## src/rtl/jtbubl_video_pkg.sv

```systemverilog
// jtbubl_video_pkg
// Shared definitions for the jtbubl video timing block:
//   - default Bubble Bobble screen geometry (H/V extents, blank and sync positions)
//   - default system-clock-to-pixel divider ratio and blank delay depth
//   - offset_t: signed 4-bit sync offset used by the optional sync-shift feature
//   - wrap_pos(): folds a shifted position back into an inclusive lo..hi range
package jtbubl_video_pkg;

  localparam int BUBL_CEN_DIV  = 8;    // 48 MHz / 8 = 6 MHz pixel clock
  localparam int BUBL_H_LAST   = 383;
  localparam int BUBL_HB_START = 256;
  localparam int BUBL_HB_END   = 0;
  localparam int BUBL_HS_START = 300;
  localparam int BUBL_HS_END   = 332;
  localparam int BUBL_V_START  = 16;
  localparam int BUBL_V_LAST   = 279;
  localparam int BUBL_VB_START = 240;
  localparam int BUBL_VB_END   = 16;
  localparam int BUBL_VS_START = 250;
  localparam int BUBL_VS_END   = 253;
  localparam int BUBL_DLY      = 2;

  typedef logic signed [3:0] offset_t;

  // Offsets are at most +/-8, so a single fold is enough.
  function automatic int wrap_pos(input int pos, input int lo, input int hi);
    int span;
    span = hi - lo + 1;
    if (pos < lo) return pos + span;
    if (pos > hi) return pos - span;
    return pos;
  endfunction

endpackage

```

## src/rtl/jtbubl_cen_div.sv

```systemverilog
// jtbubl_cen_div
// Divides the system clock into registered one-clk-wide pixel enables.
// Ports:
//   clk      in  system clock
//   rst_n    in  asynchronous active-low reset
//   pxl_cen  out pixel enable, once every CEN_DIV clocks
//   pxl2_cen out double-pixel enable, twice every CEN_DIV clocks (shares pxl_cen's slot)
module jtbubl_cen_div
  import jtbubl_video_pkg::*;
#(
  parameter int CEN_DIV = BUBL_CEN_DIV
) (
  input  logic clk,
  input  logic rst_n,
  output logic pxl_cen,
  output logic pxl2_cen
);

  localparam int CW = (CEN_DIV > 2) ? $clog2(CEN_DIV) : 1;
  localparam logic [CW-1:0] CNT_LAST = CW'(CEN_DIV - 1);
  localparam logic [CW-1:0] CNT_HALF = CW'(CEN_DIV / 2 - 1);

  logic [CW-1:0] cnt_q, cnt_d;
  logic          pxl_cen_q, pxl2_cen_q;

  always_comb begin
    cnt_d = (cnt_q == CNT_LAST) ? '0 : cnt_q + 1'b1;
  end

  // Enables are registered from the current count, so the first pxl_cen
  // appears CEN_DIV clocks after reset release.
  always_ff @(posedge clk or negedge rst_n) begin
    if (!rst_n) begin
      cnt_q      <= '0;
      pxl_cen_q  <= 1'b0;
      pxl2_cen_q <= 1'b0;
    end else begin
      cnt_q      <= cnt_d;
      pxl_cen_q  <= (cnt_q == CNT_LAST);
      pxl2_cen_q <= (cnt_q == CNT_LAST) || (cnt_q == CNT_HALF);
    end
  end

  assign pxl_cen  = pxl_cen_q;
  assign pxl2_cen = pxl2_cen_q;

endmodule

```

## src/rtl/jtbubl_vtiming.sv

```systemverilog
// jtbubl_vtiming
// Parametrised video timing generator: pixel enables, H/V counters, blanking,
// sync, render lookahead and pipeline-delayed blanking.
// Optional feature macro: JTBUBL_VTIMER_SHIFT_EN adds signed sync offsets
// hoffset/voffset (sampled at vinit) that move HS/VS without touching blanking.
// Ports:
//   clk, rst_n          system clock, asynchronous active-low reset
//   hoffset, voffset    (JTBUBL_VTIMER_SHIFT_EN only) signed HS/VS offsets
//   pxl2_cen, pxl_cen   double-pixel / pixel clock enables
//   hdump, vdump        current pixel position
//   vrender             next line number (wraps V_LAST -> V_START)
//   hinit, vinit        line-start / frame-start strobes (one pxl_cen wide)
//   LHBL, LVBL          active-low blanking
//   LHBL_dly, LVBL_dly  blanking delayed DLY pixels
//   HS, VS              active-high syncs
//   frame               toggles every frame
module jtbubl_vtiming
  import jtbubl_video_pkg::*;
#(
  parameter int CEN_DIV  = BUBL_CEN_DIV,
  parameter int HW       = 9,
  parameter int VW       = 9,
  parameter int H_LAST   = BUBL_H_LAST,
  parameter int HB_START = BUBL_HB_START,
  parameter int HB_END   = BUBL_HB_END,
  parameter int HS_START = BUBL_HS_START,
  parameter int HS_END   = BUBL_HS_END,
  parameter int V_START  = BUBL_V_START,
  parameter int V_LAST   = BUBL_V_LAST,
  parameter int VB_START = BUBL_VB_START,
  parameter int VB_END   = BUBL_VB_END,
  parameter int VS_START = BUBL_VS_START,
  parameter int VS_END   = BUBL_VS_END,
  parameter int DLY      = BUBL_DLY
) (
  input  logic          clk,
  input  logic          rst_n,
`ifdef JTBUBL_VTIMER_SHIFT_EN
  input  offset_t       hoffset,
  input  offset_t       voffset,
`endif
  output logic          pxl2_cen,
  output logic          pxl_cen,
  output logic [HW-1:0] hdump,
  output logic [VW-1:0] vdump,
  output logic [VW-1:0] vrender,
  output logic          hinit,
  output logic          vinit,
  output logic          LHBL,
  output logic          LVBL,
  output logic          LHBL_dly,
  output logic          LVBL_dly,
  output logic          HS,
  output logic          VS,
  output logic          frame
);

  // Parameter legality
  if ((CEN_DIV % 2) != 0 || CEN_DIV < 2) begin : g_bad_cen_div
    $error("jtbubl_vtiming: CEN_DIV must be even and >= 2");
  end
  if (H_LAST >= 2**HW) begin : g_bad_hw
    $error("jtbubl_vtiming: H_LAST does not fit in HW bits");
  end
  if (V_LAST >= 2**VW) begin : g_bad_vw
    $error("jtbubl_vtiming: V_LAST does not fit in VW bits");
  end

  localparam logic [HW-1:0] H_LAST_L   = HW'(H_LAST);
  localparam logic [HW-1:0] HB_START_L = HW'(HB_START);
  localparam logic [HW-1:0] HB_END_L   = HW'(HB_END);
  localparam logic [VW-1:0] V_START_L  = VW'(V_START);
  localparam logic [VW-1:0] V_LAST_L   = VW'(V_LAST);
  localparam logic [VW-1:0] VB_START_L = VW'(VB_START);
  localparam logic [VW-1:0] VB_END_L   = VW'(VB_END);
  localparam logic [VW-1:0] VREND_RST  = VW'(V_START + 1);

  logic [HW-1:0] hdump_q, hdump_d;
  logic [VW-1:0] vdump_q, vdump_d;
  logic [VW-1:0] vrender_q, vrender_d;
  logic          frame_q, frame_d;
  logic          lhbl_q, lhbl_d;
  logic          lvbl_q, lvbl_d;
  logic          hs_q, hs_d;
  logic          vs_q, vs_d;
  logic          h_wrap, v_wrap;

  logic [HW-1:0] hs_start_pos, hs_end_pos;
  logic [VW-1:0] vs_start_pos, vs_end_pos;

  jtbubl_cen_div #(
    .CEN_DIV (CEN_DIV)
  ) u_cen_div (
    .clk      (clk),
    .rst_n    (rst_n),
    .pxl_cen  (pxl_cen),
    .pxl2_cen (pxl2_cen)
  );

  assign h_wrap = (hdump_q == H_LAST_L);
  assign v_wrap = (vdump_q == V_LAST_L);
  assign hinit  = pxl_cen & h_wrap;
  assign vinit  = hinit & v_wrap;

`ifdef JTBUBL_VTIMER_SHIFT_EN
  offset_t hoff_q, voff_q;

  // Offsets only change at a frame boundary so a frame never sees a torn sync.
  always_ff @(posedge clk or negedge rst_n) begin
    if (!rst_n) begin
      hoff_q <= '0;
      voff_q <= '0;
    end else if (vinit) begin
      hoff_q <= hoffset;
      voff_q <= voffset;
    end
  end

  always_comb begin
    hs_start_pos = HW'(wrap_pos(HS_START + int'(hoff_q), 0, H_LAST));
    hs_end_pos   = HW'(wrap_pos(HS_END   + int'(hoff_q), 0, H_LAST));
    vs_start_pos = VW'(wrap_pos(VS_START + int'(voff_q), V_START, V_LAST));
    vs_end_pos   = VW'(wrap_pos(VS_END   + int'(voff_q), V_START, V_LAST));
  end
`else
  assign hs_start_pos = HW'(HS_START);
  assign hs_end_pos   = HW'(HS_END);
  assign vs_start_pos = VW'(VS_START);
  assign vs_end_pos   = VW'(VS_END);
`endif

  // Next-state values; flags are evaluated against the new count so that
  // they line up with the hdump/vdump they describe.
  always_comb begin
    hdump_d   = h_wrap ? '0 : hdump_q + 1'b1;
    vdump_d   = vdump_q;
    vrender_d = vrender_q;
    frame_d   = frame_q;
    if (h_wrap) begin
      vdump_d   = v_wrap ? V_START_L : vdump_q + 1'b1;
      vrender_d = (vdump_d == V_LAST_L) ? V_START_L : vdump_d + 1'b1;
      if (v_wrap) frame_d = ~frame_q;
    end

    lhbl_d = lhbl_q;
    if (HB_START != HB_END) begin
      if (hdump_d == HB_END_L)        lhbl_d = 1'b1;
      else if (hdump_d == HB_START_L) lhbl_d = 1'b0;
    end

    hs_d = hs_q;
    if (HS_START != HS_END) begin
      if (hdump_d == hs_start_pos)    hs_d = 1'b1;
      else if (hdump_d == hs_end_pos) hs_d = 1'b0;
    end

    lvbl_d = lvbl_q;
    if (VB_START != VB_END && h_wrap) begin
      if (vdump_d == VB_END_L)        lvbl_d = 1'b1;
      else if (vdump_d == VB_START_L) lvbl_d = 1'b0;
    end

    // VS edges are tied to the HS rising position of the chosen lines.
    vs_d = vs_q;
    if (VS_START != VS_END && hdump_d == hs_start_pos) begin
      if (vdump_q == vs_start_pos)    vs_d = 1'b1;
      else if (vdump_q == vs_end_pos) vs_d = 1'b0;
    end
  end

  always_ff @(posedge clk or negedge rst_n) begin
    if (!rst_n) begin
      hdump_q   <= '0;
      vdump_q   <= V_START_L;
      vrender_q <= VREND_RST;
      frame_q   <= 1'b0;
      lhbl_q    <= 1'b0;
      lvbl_q    <= 1'b0;
      hs_q      <= 1'b0;
      vs_q      <= 1'b0;
    end else if (pxl_cen) begin
      hdump_q   <= hdump_d;
      vdump_q   <= vdump_d;
      vrender_q <= vrender_d;
      frame_q   <= frame_d;
      lhbl_q    <= lhbl_d;
      lvbl_q    <= lvbl_d;
      hs_q      <= hs_d;
      vs_q      <= vs_d;
    end
  end

  // Blanking delay line matching the gfx/colmix pipeline depth.
  if (DLY > 0) begin : g_dly
    logic [DLY-1:0] lhbl_pipe_q, lvbl_pipe_q;

    always_ff @(posedge clk or negedge rst_n) begin
      if (!rst_n) begin
        lhbl_pipe_q <= '0;
        lvbl_pipe_q <= '0;
      end else if (pxl_cen) begin
        for (int i = DLY - 1; i > 0; i--) begin
          lhbl_pipe_q[i] <= lhbl_pipe_q[i-1];
          lvbl_pipe_q[i] <= lvbl_pipe_q[i-1];
        end
        lhbl_pipe_q[0] <= lhbl_q;
        lvbl_pipe_q[0] <= lvbl_q;
      end
    end

    assign LHBL_dly = lhbl_pipe_q[DLY-1];
    assign LVBL_dly = lvbl_pipe_q[DLY-1];
  end else begin : g_nodly
    assign LHBL_dly = lhbl_q;
    assign LVBL_dly = lvbl_q;
  end

  assign hdump   = hdump_q;
  assign vdump   = vdump_q;
  assign vrender = vrender_q;
  assign frame   = frame_q;
  assign LHBL    = lhbl_q;
  assign LVBL    = lvbl_q;
  assign HS      = hs_q;
  assign VS      = vs_q;

endmodule

```

## config.mk

```make
export PLATFORM = sky130hd
export DESIGN_NAME = jtbubl_vtiming
export DESIGN_NICKNAME = d
export VERILOG_FILES = /design/src/rtl/jtbubl_video_pkg.sv /design/src/rtl/jtbubl_cen_div.sv /design/src/rtl/jtbubl_vtiming.sv
export SDC_FILE = /design/constraint.sdc
export NUM_CORES = 1
export LEC_CHECK = 0
export CAP_MARGIN = 20
export CORE_ASPECT_RATIO = 1.2
export CORE_MARGIN = 3
export CORE_UTILIZATION = 35
export DETAILED_ROUTE_END_ITERATION = 10
export GPL_TIMING_DRIVEN = 0
export PLACE_DENSITY = 0.55
export SETUP_SLACK_MARGIN = 0.5
export SYNTH_ARGS = -nofsm -noshare
export SYNTH_HDL_FRONTEND = slang
export SYNTH_SLANG_ARGS = --single-unit
```

## constraint.sdc

```tcl
create_clock -name clk -period 6.25 [get_ports clk]
set_clock_uncertainty 0.15 [all_clocks]
set_input_delay 0.625 -clock clk [delete_from_list [all_inputs] [get_ports clk]]
set_output_delay 0.625 -clock clk [all_outputs]
set_load 0.02 [all_outputs]
```

# After elaboration in Yosys (flattened, before gate mapping)
# Cells that the tools add are included.
# W data, S select, Z words.
# word_totals
register_bits	41
latchBits	0
ram_bits	0
rom_bits	0
in_bits	2
word_cells	57
memories	0
# classes
n_addsub	4
mul	0
div_mod_pow	0
n_lt_le_gt_ge	0
eq_ne	12
n_shift	0
muxes	13
bitwise_logic	3
n_reduce_logical	12
# op_table
cell	count
$eq A9 B9 Y1 const B	6
$mux W9	4
$add A9 B1 Y9 const B	3
$eq A9 B8 Y1 const B	3
$eq A9 B5 Y1 const B	1
$logic_not A9 Y1	1
$reduce_and A3 Y1	3
$mux W1	8
$reduce_bool A2 Y1	4
$reduce_and A2 Y1	3
$add A3 B1 Y3 const B	1
$eq A3 B2 Y1 const B	1
$eq A3 B3 Y1 const B	1
$mux W3	1
$and A1 B1 Y1	2
$logic_or A1 B1 Y1	1
$not A1 Y1	1

# Logic depth before layout (Yosys ltp)
# Gate-level depths: netlist of the first run.
# depth
depth_word	6
mapped_depth	8

# Hierarchy
# From an unflattened synthesis of the first run, not the netlist that was laid out.
# hier_totals
cells_unflattened	273
hier_area_um2	2506.2
# modules_own_cells
module	instances	cells_each	area_each_um2
jtbubl_vtiming	1	260	2319.7
jtbubl_cen_div	1	13	186.4

# Least setup slack after synthesis of the first run
# OpenSTA, ideal clock, no wires.
# synth_path
path_type	reg-to-output
from	reg hdump_q[0] (netlist: hdump[0])
to	out vinit
arrival_time_ns	1.851
path_slack_ns	3.624
path_stages_with_launch	5
cell_sequence	dfrtp_1 ha_1 and4b_1 nand3_2 nor3_1
# synth_via
elab_chain_len	3
# synth_lines
element	line	source
start, declared	jtbubl_vtiming.sv:78	logic [HW-1:0] hdump_q, hdump_d;
start signal, assigned	jtbubl_vtiming.sv:182	hdump_q <= hdump_d;
$eq A9 B9 Y1	jtbubl_vtiming.sv:100	assign h_wrap = (hdump_q == H_LAST_L);
$and A1 B1 Y1	jtbubl_vtiming.sv:102	assign hinit = pxl_cen & h_wrap;
$and A1 B1 Y1	jtbubl_vtiming.sv:103	assign vinit = hinit & v_wrap;
end, declared	jtbubl_vtiming.sv:48	output logic vinit,
# Every way passes these cells.

# Worst setup path in the final report of the first run
# Ends and elaborated chain as after synthesis.

==> results.py, run 1 <==
metrics = {
    "outcome": {
        "status": "completed",
    },
    "timing": {
        "fmax_ghz": 0.287,
        "drv_slew": 0,
        "timing.final.hold_violations": 0,
        "grt_setup_unrepaired": "false",
        "tns_ns": 0,
        "max_slew.worst_pin.slew_ns": 0.474,
        "setup_viol": 0,
        "period_minus_slack_ns": 3.48,
        "relSlewSlack": 0.684,
        "finalCritPeriodShare": 0.557,
    },
    "routing": {
        "wl_per_cell_um": 15.1,
        "top_layer": "met4",
        "vias": 1992,
        "wl_met1_um": 2600,
        "wirelength_um": 5790,
        "dr.pass1.iters": 4,
        "wl_met2_um": 2840,
        "wl_met3_um": 238,
        "via_per_inst": 5.20,
        "drc_errors": 0,
        "ant_nets": 0,
        "drtIter0Drc": 83,
    },
    "place": {
        "place_hpwl_um": 4260,
        "placed_area_sq_um": 2910,
        "portBuffers": 39,
        "place_congestion": 0.826,
    },
    "clock_tree": {
        "clk_pin_slew_ns": 0.09,
        "cts_setup_buffers": 0,
        "cts_root_buffer": "clkbuf_8",
        "cts_tree": "built",
        "cts_max_level": 2,
        "clock_latency_ns": 0.30,
        "clockBufferDepth": 2,
        "cts_buffers": 5,
        "cts.sinks": 41,
        "cts_resized": 0,
        "cts_hold_buffers": 0,
    },
    "critical_path": {
        "crit_required_ns": 5.47,
        "worst-path-buf-inv": 1,
        "start_kind": "flop",
        "cp_cell_sequence": "ha_1 > and4b_1 > nand3_2 > nor3_1 > clkdlybuf4s50_1",
        "crit_arrival_ns": 2.70,
        "path_delay_family": "simple AND/OR/NAND/NOR gates",
        "worst-path-max-fanout": 10,
        "cp_slowest_cell": "clkdlybuf4s50_1",
        "slowest_delay_ns": 0.68,
        "path_class": "flop to primary output",
        "end_kind": "primary output",
    },
    "synthesis": {
        "syn_area_sq_um": 2400,
        "seq_area_frac_synth": 0.429,
        "yosysWarnings": 0,
        "yosys.area.top_type_share": 0.396,
        "synthCells": 250,
        "async_flop_share": 1.00,
        "avgSynthCellArea_sq_um": 9.61,
        "synth_area_leaders": "dfrtp_1 40%, nand2_1 5.2%, xnor2_1 4.7%, ha_1 4.2%, mux2_2 3.8%",
        "synth_seq_cells": 41,
        "synth_top_area_cell": "dfrtp_1",
        "synth_edf_count": 0,
        "syn-num-nets": 260,
        "ys_types": 54,
        "synth_ff_type": "dfrtp_1",
    },
    "global_routing": {
        "grtUsageTotal": 0.160,
        "grt_max_degree": 29,
        "grt_antenna_before_repair": 0,
        "grt_pass1_vias": 1935,
        "gr-total-overflow": 0,
        "grt_pass1_wl_um": 9860,
    },
    "floorplanning": {
        "start_util": 0.368,
        "io_pins": 40,
        "row_count": 32,
        "die_w_um": 81.6,
        "core_region_area_sq_um": 6530,
        "die_height_um": 96.8,
        "fp.dieArea_sq_um": 7900,
    },
    "power": {
        "powerDensity_nw_per_um2": 163,
        "internal_power_w": 0.000387,
        "peakVddDrop_v": 0.000101,
        "p_seq_frac": 0.539,
        "clkPwrFrac": 0.448,
        "switching_share": 0.214,
        "pwr-share-comb": 0.014,
        "power_w": 0.000492,
        "power_switching_w": 0.000106,
        "power_leakage_nw": 1.25,
    },
    "cells_and_area": {
        "mostFrequentLayoutCells": "38 x dfrtp_1, 38 x clkdlybuf4s50_1, 33 x nand2_1",
        "fin_area_sq_um": 3030,
        "nets": 307,
        "nFillCells": 650,
        "n_antenna_cell": 0,
        "drive_above_1_share": 0.141,
        "area_growth_pct": 25.9,
    },
    "hold_path": {
        "hold_path.class": "primary input to async pin",
    },
    "flow_run": {
        "maxCapViolCount": 0,
    },
}
## synthesized netlist by cell type, drive strengths merged (4+ instances only)
cell and count:
inv 10, nor3 4, mux2 8, o21ai 17, and3 5, xnor2 13, nand4 7, clkbuf 6
ha 8, nand2 33, nor2 15, buf 11, a21oi 7, nand3 14, xor2 9, dfrtp 38
## routing by layer
layer / global-route usage / vias to the layer above
met5: 0 / -
met4: 0.0499 / 0
met3: 0.0289 / 9
met2: 0.260 / 50
met1: 0.214 / 951
li1: - / 982
## registers in the layout, indices dropped and copies added (netlist names)
| name | count |
|---|---|
| HS | 1 |
| LHBL | 1 |
| LVBL | 1 |
| VS | 1 |
| frame | 1 |
| g_dly.lhbl_pipe_q | 2 |
| g_dly.lvbl_pipe_q | 2 |
| hdump | 9 |
| u_cen_div.cnt_q | 3 |
| u_cen_div.pxl2_cen | 1 |
| u_cen_div.pxl_cen | 1 |
| vdump | 9 |
| vrender | 9 |
## path summary, 6_finish.rpt
| check | start | endpoint | slack [ns] | cells after the start |
|---|---|---|---|---|
| worst max register to register | vdump[1] | vrender[3] | 3.67 | 8 |
| min in group clk | u_cen_div.cnt_q[0] | u_cen_div.cnt_q[0] | 0.28 | 1 |
| worst min register to register | u_cen_div.cnt_q[0] | u_cen_div.cnt_q[0] | 0.28 | 1 |
| max in group asynchronous | rst_n | vrender[0] | 5.34 | 2 |
| worst min-delay path | rst_n | hdump[3] | 0.08 | 1 |
| worst max-delay path | hdump[0] | vinit | 2.77 | 5 |
## stage by stage
step	std cells	hold slack, ns	util	worst slack, ns
after floorplan	250	0.179	-	3.62
after global placement	374	0.268	0.444	3.12
after detailed placement	375	0.273	0.447	3.10
after CTS	383	0.0826	0.464	2.74
after global routing	383	0.0892	0.464	2.58
final	383	0.0776	0.464	2.77
## cell families after synthesis
group | count (synthesis) | share of synthesized area
xor gates and xnor gates | 22 | 0.0802
adders and majority gates | 8 | 0.0417
buffers and inverters | 27 | 0.0505
and+or+nand+nor | 93 | 0.205
muxes | 9 | 0.0417
AOI/OAI and AO/OA | 50 | 0.153
DFF | 41 | 0.429
## layout make-up
cell class                 instances  area [sq um]  area share
inverter                          10          37.5      0.0124
sequential                        41          1030       0.340
clock inverter                     2          38.8      0.0128
buffer                            17          83.8      0.0277
tap                               85           106      0.0352
clock buffer                       6          72.6      0.0240
timing repair buffer              40           405       0.134
multi-input combinational        182          1250       0.414
## power by group through the flow
| stage | Combinational, W | Sequential [W] | Clock, W |
|---|---|---|---|
| after CTS | 0.00000739 | 0.000265 | 0.000228 |
| after detailed placement | 0.00000739 | 0.000270 | 0 |
| after global placement | 0.00000628 | 0.000270 | 0 |
| after global routing | 0.00000790 | 0.000265 | 0.000237 |
| final | 0.00000676 | 0.000265 | 0.000220 |
| after floorplan | 0.000000000503 | 0.000270 | 0 |
Note: power is estimated with default switching activity, not from simulation.
==> inputs of run 2 (changes only) <==
Clock period 6.25 ns to 3.4 ns, I/O delays scaled along.
==> results.py, run 2 (same netlist as run 1, synthesis figures left out) <==
metrics = {
    "power": {
        "pwr-share-comb": 0.015,
        "peakVddDrop_v": 0.000185,
        "power_switching_w": 0.000192,
        "switching_share": 0.213,
        "clkPwrFrac": 0.446,
        "power_leakage_nw": 1.27,
        "internal_power_w": 0.000711,
        "powerDensity_nw_per_um2": 296,
        "p_seq_frac": 0.539,
    },
    "timing": {
        "fmax_ghz": 0.372,
        "relSlewSlack": 0.673,
        "period_minus_slack_ns": 2.68,
        "setup_viol": 0,
        "max_slew.worst_pin.slew_ns": 0.491,
        "tns_ns": 0,
        "timing.final.hold_violations": 0,
        "finalCritPeriodShare": 0.790,
        "drv_slew": 0,
        "fin_hold_ws_ns": 0.282,
        "grt_setup_unrepaired": "false",
        "finalWorstSetupSlack_ns": 0.715,
    },
    "hold_path": {
        "hold_end": "u_cen_div.cnt_q[0]",
        "min_path_cells": 1,
        "hold_path.class": "flop to flop",
        "min-delay-start": "u_cen_div.cnt_q[0]",
    },
    "place": {
        "place_hpwl_um": 4260,
        "placed_area_sq_um": 2910,
        "dpl_worst_slack_ns": 0.539,
        "portBuffers": 39,
        "place_congestion": 0.826,
    },
    "critical_path": {
        "start_kind": "flop",
        "rr_endpoint": "vrender[3]",
        "rrSetupSlack_ns": 0.82,
        "crit_required_ns": 2.91,
        "rr_worst_depth": 8,
        "timing.rr.start": "vdump[1]",
        "end_kind": "primary output",
        "crit_arrival_ns": 2.19,
        "path_class": "flop to primary output",
        "worst-path-max-fanout": 10,
    },
    "floorplanning": {
        "fp.dieArea_sq_um": 7900,
        "die_w_um": 81.6,
        "start_util": 0.368,
        "die_height_um": 96.8,
        "row_count": 32,
        "io_pins": 40,
        "core_region_area_sq_um": 6530,
    },
    "global_routing": {
        "grt_antenna_before_repair": 0,
        "grt_pass1_wl_um": 9870,
        "grt_pass1_vias": 1938,
        "gr-total-overflow": 0,
        "grtUsageTotal": 0.160,
        "grt_max_degree": 29,
    },
    "cells_and_area": {
        "nets": 308,
        "fin_area_sq_um": 3050,
        "fin_util": 0.468,
        "drive_above_1_share": 0.151,
        "layout_commonest_cell": "dfrtp_1",
        "mostFrequentLayoutCells": "38 x dfrtp_1, 36 x clkdlybuf4s50_1, 33 x nand2_1",
        "area_growth_pct": 27.0,
        "n_antenna_cell": 0,
    },
    "routing": {
        "dr.pass1.iters": 4,
        "wl_per_cell_um": 15.1,
        "via_per_inst": 5.19,
        "ant_nets": 0,
        "wirelength_um": 5800,
        "vias": 1992,
        "drc_errors": 0,
        "drtIter0Drc": 75,
    },
    "clock_tree": {
        "clk_pin_slew_ns": 0.09,
        "cts_setup_buffers": 0,
        "cts_root_buffer": "clkbuf_8",
        "cts.sinks": 41,
        "clockBufferDepth": 2,
        "clock_latency_ns": 0.30,
        "cts_buffers": 5,
        "cts_tree": "built",
        "cts_max_level": 2,
    },
    "outcome": {
        "status": "completed",
    },
    "flow_run": {
        "maxCapViolCount": 0,
    },
}
[run 2: layout make-up]
cell class	count	area [sq um]
Buffer	17	83.8
Clock buffer	6	72.6
Clock inverter	2	38.8
Fill cell	644	3470
Inverter	10	37.5
Multi-Input combinational cell	182	1270
Sequential cell	41	1030
Tap cell	85	106
Timing Repair Buffer	41	417
[run 2: worst max path at each step]
stage | to | slack, ns | startpoint | depth (start not counted)
after global routing | vinit | 0.57 | hdump[0] | 5
final | vinit | 0.72 | hdump[0] | 5
after global placement | vinit | 0.55 | hdump[0] | 5
after floorplan | vinit | 1.06 | hdump[0] | 4
after CTS | hinit | 0.52 | hdump[0] | 5
after detailed placement | vinit | 0.54 | hdump[0] | 5
[run 2: metal layers]
| metal | wire length, um | vias to the layer above | GRT usage | share of wire |
|---|---|---|---|---|
| li1 | - | 983 | - | - |
| met1 | 2640 | 956 | 0.215 | 0.45 |
| met2 | 2860 | 46 | 0.260 | 0.49 |
| met3 | 207 | 7 | 0.0289 | 0.036 |
| met4 | 94 | 0 | 0.0499 | 0.016 |
| met5 | 0 | - | 0 | 0 |
[run 2: per-stage QoR]
stage,power [W],std cells
2_1_floorplan,0.000497,250
3_3_place_gp,0.000509,374
3_5_place_dp,0.000510,375
4_1_cts,0.000921,384
5_1_grt,0.000938,384
6_report,0.000904,384
[run 2: power groups by stage]
stage / clock network (W) / registers, W / logic [W]
after floorplan: 0 / 0.000497 / 0.000000000503
after global placement: 0 / 0.000497 / 0.0000115
after detailed placement: 0 / 0.000497 / 0.0000136
after CTS: 0.000419 / 0.000487 / 0.0000145
after global routing: 0.000435 / 0.000487 / 0.0000155
final: 0.000403 / 0.000487 / 0.0000133
[run 2: worst max-delay path, cell delays in order, from the launching register on]
cell and delay, ns:
dfrtp_1 0.45, ha_2 0.28, and4b_1 0.33, nand3_4 0.19, nor3_2 0.27, dlygate4sd2_1 0.37
[run 2: what timing repair did]
| item | in CTS | in global routing |
|---|---|---|
| resized for setup | 5 | 1 |
| endpoints found under the hold margin | 12 | 0 |
| hold buffers | 1 | 0 |
| endpoints found under the setup margin | 2 | 1 |
